==> config.mk <==
export PLATFORM = sky130hd
export DESIGN_NAME = udp_cmd_parser
export DESIGN_NICKNAME = d
export VERILOG_FILES = /design/src/rtl/udp_cmd_pkg.sv /design/src/rtl/udp_ram_byte_fetch.sv /design/src/rtl/udp_cmd_parser.sv
export SDC_FILE = /design/constraint.sdc
export NUM_CORES = 1
export LEC_CHECK = 0
export BUFFER_PORTS_ARGS = -buffer_cell sky130_fd_sc_hd__buf_4
export CELL_PAD_IN_SITES_DETAIL_PLACEMENT = 1
export CELL_PAD_IN_SITES_GLOBAL_PLACEMENT = 2
export CORE_MARGIN = 1
export CORE_UTILIZATION = 36
export DETAILED_ROUTE_END_ITERATION = 7
export PLACE_DENSITY_LB_ADDON = 0.1
export SLEW_MARGIN = 0
export SYNTH_ARGS = -nofsm -noshare
export SYNTH_HDL_FRONTEND = slang
export SYNTH_SLANG_ARGS = --single-unit
==> constraint.sdc <==
create_clock -name gmii_rx_clk -period 8.4 [get_ports gmii_rx_clk]
set_input_delay 0.42 -clock gmii_rx_clk [delete_from_list [all_inputs] [get_ports gmii_rx_clk]]
set_output_delay 0.42 -clock gmii_rx_clk [all_outputs]
set_load 0.01 [all_outputs]
==> src/rtl/udp_cmd_pkg.sv <==
// Shared definitions for the UDP command parser: FSM state encoding,
// error codes, default frame magic bytes and record geometry.
package udp_cmd_pkg;

  typedef enum logic [2:0] {
    ST_IDLE  = 3'd0,
    ST_CHECK = 3'd1,
    ST_FETCH = 3'd2,
    ST_DONE  = 3'd3,
    ST_ERR   = 3'd4
  } parser_state_t;

  typedef enum logic [1:0] {
    ERR_NONE  = 2'd0,
    ERR_LEN   = 2'd1,
    ERR_MAGIC = 2'd2,
    ERR_OVR   = 2'd3
  } err_code_t;

  localparam logic [7:0] MAGIC0_DEF = 8'h55;
  localparam logic [7:0] MAGIC1_DEF = 8'hAA;

  // Bytes per record ({addr, data_hi, data_lo}) and header size
  localparam int REC_BYTES = 3;
  localparam int HDR_BYTES = 3;

  // Receive RAM is 2 KiB; longer lengths cannot be addressed
  localparam int RAM_AW  = 11;
  localparam int LEN_MAX = 2047;

endpackage

==> src/rtl/udp_ram_byte_fetch.sv <==
// Single-byte fetch from the receive RAM. A req latches the address, holds
// it for RAM_LAT cycles, then raises ack for one cycle with the byte.
// The address returns to 0 once a fetch completes without a follow-on req,
// so the RAM address sits at 0 between packets.
module udp_ram_byte_fetch
  import udp_cmd_pkg::*;
#(
  parameter int RAM_LAT = 1
) (
  input  logic              clk,
  input  logic              rst_n,
  input  logic              req,
  input  logic [RAM_AW-1:0] addr,
  output logic              ack,
  output logic [7:0]        rd_byte,
  output logic [RAM_AW-1:0] ram_addr,
  input  logic [7:0]        ram_rdata
);

  localparam logic [1:0] LAT_LAST = 2'(RAM_LAT - 1);

  logic       pend;
  logic [1:0] lat_cnt;

  // Address register and latency counter; ack fires RAM_LAT cycles after req
  always_ff @(posedge clk or negedge rst_n) begin
    if (!rst_n) begin
      ram_addr <= '0;
      pend     <= 1'b0;
      lat_cnt  <= '0;
      ack      <= 1'b0;
    end else if (req) begin
      ram_addr <= addr;
      pend     <= 1'b1;
      lat_cnt  <= '0;
      ack      <= 1'b0;
    end else begin
      ack <= 1'b0;
      if (pend) begin
        if (lat_cnt == LAT_LAST) begin
          ack  <= 1'b1;
          pend <= 1'b0;
        end else begin
          lat_cnt <= lat_cnt + 2'd1;
        end
      end
      if (ack) ram_addr <= '0;
    end
  end

  // RAM output is valid exactly in the ack cycle
  assign rd_byte = ram_rdata;

endmodule

==> src/rtl/udp_cmd_parser.sv <==
// UDP command parser: reads a received payload byte by byte, validates the
// [MAGIC0][MAGIC1][N] header and emits one register write per 3-byte record.
// Optional feature macro: UDP_CMD_STATS_EN enables saturating good/rejected
// packet counters; when undefined both counter outputs are tied to zero.
module udp_cmd_parser
  import udp_cmd_pkg::*;
#(
  parameter int         RAM_LAT = 1,
  parameter int         MAX_REC = 64,
  parameter logic [7:0] MAGIC0  = MAGIC0_DEF,
  parameter logic [7:0] MAGIC1  = MAGIC1_DEF
) (
  input  logic              gmii_rx_clk,
  input  logic              rst_n,
  input  logic              udp_rec_data_valid,
  input  logic [15:0]       udp_rec_data_length,
  output logic [RAM_AW-1:0] udp_rec_ram_read_addr,
  input  logic [7:0]        udp_rec_ram_rdata,
  output logic              reg_wr_en,
  output logic [7:0]        reg_addr,
  output logic [15:0]       reg_wdata,
  output logic              busy,
  output logic              pkt_done,
  output logic              pkt_err,
  output logic [1:0]        err_code,
  output logic [15:0]       pkt_ok_cnt,
  output logic [15:0]       pkt_err_cnt
);

  parser_state_t     state, state_nxt;
  logic [15:0]       len_q;
  logic [RAM_AW-1:0] byte_idx;
  err_code_t         err_q, err_code_q;
  logic              ovr_q;
  logic [1:0]        rec_ph;
  logic [7:0]        rec_addr_q, rec_hi_q;

  logic              fetch_req, fetch_ack;
  logic [RAM_AW-1:0] fetch_addr;
  logic [7:0]        fetch_byte;
  logic              cap_en, err_set;
  err_code_t         err_val;

  logic [15:0]       len_m3, n_calc, n_rem;
  logic              len_ok;
  logic [RAM_AW-1:0] last_idx;
  logic              ovr_now;

  // Length validation: L must be HDR + REC_BYTES*N with N <= MAX_REC
  assign len_m3   = len_q - 16'(HDR_BYTES);
  assign n_calc   = len_m3 / 16'(REC_BYTES);
  assign n_rem    = len_m3 % 16'(REC_BYTES);
  assign len_ok   = (len_q >= 16'(HDR_BYTES)) && (len_q <= 16'(LEN_MAX)) &&
                    (n_rem == 16'd0) && (n_calc <= 16'(MAX_REC));
  assign last_idx = len_q[RAM_AW-1:0] - 11'd1;
  assign ovr_now  = ovr_q | udp_rec_data_valid;
  assign busy     = (state != ST_IDLE);
  assign err_code = err_code_q;

  udp_ram_byte_fetch #(
    .RAM_LAT (RAM_LAT)
  ) u_fetch (
    .clk       (gmii_rx_clk),
    .rst_n     (rst_n),
    .req       (fetch_req),
    .addr      (fetch_addr),
    .ack       (fetch_ack),
    .rd_byte   (fetch_byte),
    .ram_addr  (udp_rec_ram_read_addr),
    .ram_rdata (udp_rec_ram_rdata)
  );

  // FSM state register
  always_ff @(posedge gmii_rx_clk or negedge rst_n) begin
    if (!rst_n) state <= ST_IDLE;
    else        state <= state_nxt;
  end

  // Next state, fetch requests and per-byte header checks
  always_comb begin
    state_nxt  = state;
    fetch_req  = 1'b0;
    fetch_addr = '0;
    cap_en     = 1'b0;
    err_set    = 1'b0;
    err_val    = ERR_NONE;
    case (state)
      ST_IDLE: begin
        if (udp_rec_data_valid) state_nxt = ST_CHECK;
      end
      ST_CHECK: begin
        if (len_ok) begin
          fetch_req = 1'b1;
          state_nxt = ST_FETCH;
        end else begin
          err_set   = 1'b1;
          err_val   = ERR_LEN;
          state_nxt = ST_ERR;
        end
      end
      ST_FETCH: begin
        if (fetch_ack) begin
          if ((byte_idx == 11'd0 && fetch_byte != MAGIC0) ||
              (byte_idx == 11'd1 && fetch_byte != MAGIC1)) begin
            err_set   = 1'b1;
            err_val   = ERR_MAGIC;
            state_nxt = ST_ERR;
          end else if (byte_idx == 11'd2 && fetch_byte != n_calc[7:0]) begin
            err_set   = 1'b1;
            err_val   = ERR_LEN;
            state_nxt = ST_ERR;
          end else begin
            cap_en = 1'b1;
            if (byte_idx == last_idx) begin
              state_nxt = ST_DONE;
            end else begin
              fetch_req  = 1'b1;
              fetch_addr = byte_idx + 11'd1;
            end
          end
        end
      end
      ST_DONE, ST_ERR: state_nxt = ST_IDLE;
      default:         state_nxt = ST_IDLE;
    endcase
  end

  // Packet context, record assembly, write strobe and end-of-packet pulses
  always_ff @(posedge gmii_rx_clk or negedge rst_n) begin
    if (!rst_n) begin
      len_q      <= '0;
      byte_idx   <= '0;
      err_q      <= ERR_NONE;
      err_code_q <= ERR_NONE;
      ovr_q      <= 1'b0;
      rec_ph     <= '0;
      rec_addr_q <= '0;
      rec_hi_q   <= '0;
      reg_wr_en  <= 1'b0;
      reg_addr   <= '0;
      reg_wdata  <= '0;
      pkt_done   <= 1'b0;
      pkt_err    <= 1'b0;
    end else begin
      reg_wr_en <= 1'b0;
      pkt_done  <= 1'b0;
      pkt_err   <= 1'b0;

      if (state == ST_IDLE && udp_rec_data_valid) begin
        len_q      <= udp_rec_data_length;
        err_q      <= ERR_NONE;
        err_code_q <= ERR_NONE;
        rec_ph     <= '0;
      end
      if (state != ST_IDLE && udp_rec_data_valid) ovr_q <= 1'b1;

      if (fetch_req) byte_idx <= fetch_addr;
      if (err_set)   err_q    <= err_val;

      if (cap_en && byte_idx >= 11'd3) begin
        case (rec_ph)
          2'd0: begin
            rec_addr_q <= fetch_byte;
            rec_ph     <= 2'd1;
          end
          2'd1: begin
            rec_hi_q <= fetch_byte;
            rec_ph   <= 2'd2;
          end
          default: begin
            reg_wr_en <= 1'b1;
            reg_addr  <= rec_addr_q;
            reg_wdata <= {rec_hi_q, fetch_byte};
            rec_ph    <= 2'd0;
          end
        endcase
      end

      // A strobe arriving on the exit cycle still counts as an overrun
      if (state == ST_DONE || state == ST_ERR) begin
        ovr_q <= 1'b0;
        if (err_q != ERR_NONE) begin
          pkt_err    <= 1'b1;
          err_code_q <= err_q;
        end else if (ovr_now) begin
          pkt_err    <= 1'b1;
          err_code_q <= ERR_OVR;
        end else begin
          pkt_done <= 1'b1;
        end
      end
    end
  end

`ifdef UDP_CMD_STATS_EN
  logic [15:0] ok_cnt_q, err_cnt_q;

  function automatic logic [15:0] sat_inc16(input logic [15:0] v);
    return (v == 16'hFFFF) ? v : v + 16'd1;
  endfunction

  // Saturating packet statistics
  always_ff @(posedge gmii_rx_clk or negedge rst_n) begin
    if (!rst_n) begin
      ok_cnt_q  <= '0;
      err_cnt_q <= '0;
    end else begin
      if (pkt_done) ok_cnt_q  <= sat_inc16(ok_cnt_q);
      if (pkt_err)  err_cnt_q <= sat_inc16(err_cnt_q);
    end
  end

  assign pkt_ok_cnt  = ok_cnt_q;
  assign pkt_err_cnt = err_cnt_q;
`else
  assign pkt_ok_cnt  = 16'h0;
  assign pkt_err_cnt = 16'h0;
`endif

endmodule

==> out/metrics.csv <==
stage,metric,value,unit
synthesis,yosys warns,0,
cts,Worst-path clk slew,70,ps
final_layout,Area Growth Syn to Fin,13.9,%
sta,final setup vio count,0,
routing,routed length per instance,19.2,um
setup_path,critical path class,register to register,
sta,minimum clock period,8060,ps
setup_path,delay of the slowest cell on the worst path,630,ps
sta,worst slew pin tran,1180,ps
sta,fmax,124,MHz
setup_path,CP Buf/Inv Count,3,
final_layout,Final Net Count,917,
floorplanning,I/O pin cnt,100,
placement,placed insts,1131,
hold_path,HP Class,primary input to register,
pwr,power per cell area,415,mW/mm^2
setup_path,"Slowest-stage cell, CP",or4b_2,
floorplanning,Die W,145,um
cts,Num CTS Buffers,9,
setup_path,Critical Path Sink Type,register,
routing,DR DRC count,0,
floorplanning,Core ar.,0.0197,sq mm
synthesis,syn_area_per_cell,8.91,sq um
routing,final wirelength,22000,um
final_layout,final non-filler cell total,1150,
pwr,Leakage,3.77,nW
global_route,initial antenna violation count,0,
routing,Vias/cell,5.66,
routing,first-pass iteration count of the detailed router,4,
global_route,GRT Overall Usage,21.6,%
synthesis,Post-Syn Area,0.00732,sq mm
synthesis,fraction of registers with async set or reset after synthesis,100,%
final_layout,diode count,0,
global_route,vias in the first global route,6515,
cts,worst skew pair latency,360,ps
routing,routed via count,6512,
synthesis,sequential element share of the synthesized area,32.5,%
sta,final hold slack,256,ps
synthesis,top post-synthesis cells by area,"dfrtp_1, nand2_1, buf_4",
pwr,Peak VDD IR,180,uV
floorplanning,die area,0.0209,sq mm
setup_path,critical path startpoint category,register,
setup_path,crit path max fanout,26,
sta,skew final,13.7,ps
sta,headroom to the max-slew limit,20.1,%
setup_path,"Arr. time, crit path",8260,ps
synthesis,cell taking the most area after synthesis,dfrtp_1,
floorplanning,Initial Utilization,37.1,%
synthesis,synth unique cells,104,
run,MaxCap Viol Count,0,
cts,H-tree depth,3,
placement,dpl hpwl,16600,um
synthesis,Post-synth EDFFs,0,
cts,clock root buffer,clkbuf_16,
sta,max-slew violation count,0,
placement,IO Port Bufs,67,
sta,final worst path period share,96.0,%
sta,"Worst Setup Slack, final",339,ps
floorplanning,Die H,145,um
final_layout,"Core Util, Final",42.3,%
synthesis,post-synthesis cell count,822,
setup_path,WP data required,8600,ps
sta,Final Hold Vio Count,0,
synthesis,Most used DFF post-synth,dfrtp_1,
sta,setup_tns,0,ps
status,status,completed,
placement,GPL Wtd Cong,0.839,
routing,post-route ant nets,0,
final_layout,layout cells sized above 1,19.1,%
cts,CTS max path bufs,2,
final_layout,filler cell count,2319,
synthesis,Synth top area share,32.5,%
global_route,"Remaining Overflow, GRT",0,
cts,clk sinks,95,
global_route,largest net degree at the start of global routing,68,
routing,Iter 0 DRT Violations,196,
placement,pre-CTS WS,68.4,ps
global_route,first-pass GRT wire length,35100,um
floorplanning,num rows,51,
synthesis,Yosys reg bits,95,
cts,CTS tree,yes,
setup_path,critical path's top delay family,simple AND/OR/NAND/NOR gates,
## state kept, by name (all words and copies together), names as in the netlist
signal            flops
u_fetch.pend          1
reg_wdata            16
u_fetch.ack           1
ovr_q                 1
byte_idx             11
pkt_done              1
err_q                 2
u_fetch.ram_addr     11
rec_hi_q              8
reg_wr_en             1
u_fetch.lat_cnt       2
err_code              2
rec_addr_q            8
reg_addr              8
state                 3
pkt_err               1
len_q                16
rec_ph                2
## worst paths after layout
path	end	startpoint	slack, ps	cells after the start
max	u_fetch.ram_addr[8]	len_q[1]	340	28
min	len_q[12]	udp_rec_data_length[12]	260	3
max reg2reg	u_fetch.ram_addr[8]	len_q[1]	340	28
min reg2reg	reg_wdata[15]	rec_hi_q[7]	480	1
max in group asynchronous	len_q[0]	rst_n	6610	3
min in group asynchronous	reg_wdata[14]	rst_n	540	2
## cell type report
cell class	instances	area, sq um	share of cell area, %
multi-input combinational	655	4540	54.4
sequential	95	2380	28.5
timing repair buffer	92	693	8.31
tap	265	332	3.97
clock buffer	9	225	2.70
inverter	27	101	1.21
clock inverter	7	77.6	0.930
## cell usage in the layout (no fill, tap or decap), types with 8 or more instances in the layout
cell	n
a211oi_1	11
nand4_1	12
mux2_2	9
nor2_1	47
o22ai_1	11
mux2_1	24
conb_1	32
nand2_1	103
xor2_1	22
a21oi_1	27
ha_1	9
inv_1	26
o21ai_0	34
nand3_1	31
or3_1	11
xnor2_1	30
and2_1	8
clkbuf_16	9
dfrtp_1	95
mux2_4	9
o32ai_1	14
nor4_1	8
buf_4	91
nor3_1	26
## cell families (layout without fill, tap and decap cells)
| logic type | Yosys count | in the layout | synth area share (%) |
|---|---|---|---|
| AND/OR/NAND/NOR | 310 | 311 | 22.5 |
| AO/OA/AOI/OAI | 201 | 201 | 21.1 |
| buffers and inverters | 104 | 135 | 7.77 |
| flip-flops | 95 | 95 | 32.5 |
| XOR/XNOR | 53 | 53 | 6.59 |
| multiplexers | 48 | 48 | 7.79 |
| adder cells (fa/ha/maj) | 10 | 10 | 1.71 |
| other | 1 | 32 | 0.0512 |
## what timing repair did
action                                  in CTS  in global routing
endpoints found under the hold margin       28                  0
pin swaps                                    0                  2
resized for setup                            1                  5
gates cloned                                 0                  1
endpoints found under the setup margin       1                 68
hold buffers                                 1                  0
setup buffers                                0                  1
## report_power, final
| group | internal [mW] | switching (mW) | total (mW) |
|---|---|---|---|
| registers | 0.491 | 0.0588 | 0.550 |
| logic | 0.922 | 1.57 | 2.49 |
| clock network | 0.211 | 0.211 | 0.422 |
## routing by layer
metal / track usage [%] / part of all wire (%)
met1: 30.2 / 49
met2: 34.3 / 47
met3: 2.81 / 2.2
met4: 7.26 / 1.9
met5: 0 / 0
## tightest hold or removal path: cells and delay by family
| family | cells | cell delay [ps] |
|---|---|---|
| buffers and inverters | 1 | 80 |
| AND/OR/NAND/NOR | 2 | 90 |
## cell usage after synthesis (5+ instances only)
cell	count
buf_4	38
xor2_1	22
o21a_1	5
mux2_2	9
mux2_1	24
a21oi_1	27
o211ai_1	5
mux2i_1	5
o31ai_1	7
o22ai_1	11
dfrtp_1	95
and2_1	8
inv_1	26
nand2_1	103
and3_1	6
nor3b_1	6
o32ai_1	14
or3_1	11
nor3_1	26
clkbuf_1	23
a211o_1	6
nand3_1	31
or2_2	7
xnor2_1	30
o21ai_0	34
ha_1	10
a211oi_1	11
nor4_1	9
a31oi_1	7
mux2_4	9
nand4_1	12
buf_2	11
nor2_1	48
## metrics by stage
| step | power [mW] | area (sq um) |
|---|---|---|
| 2_1_floorplan | 2.36 | 7440 |
| 3_3_place_gp | 2.88 | 7980 |
| 6_report | 3.46 | 8340 |
| 5_1_grt | 3.71 | 8340 |
| 4_1_cts | 3.42 | 8290 |
| 3_5_place_dp | 2.96 | 7980 |
Note: power is estimated with default switching activity, not from simulation.
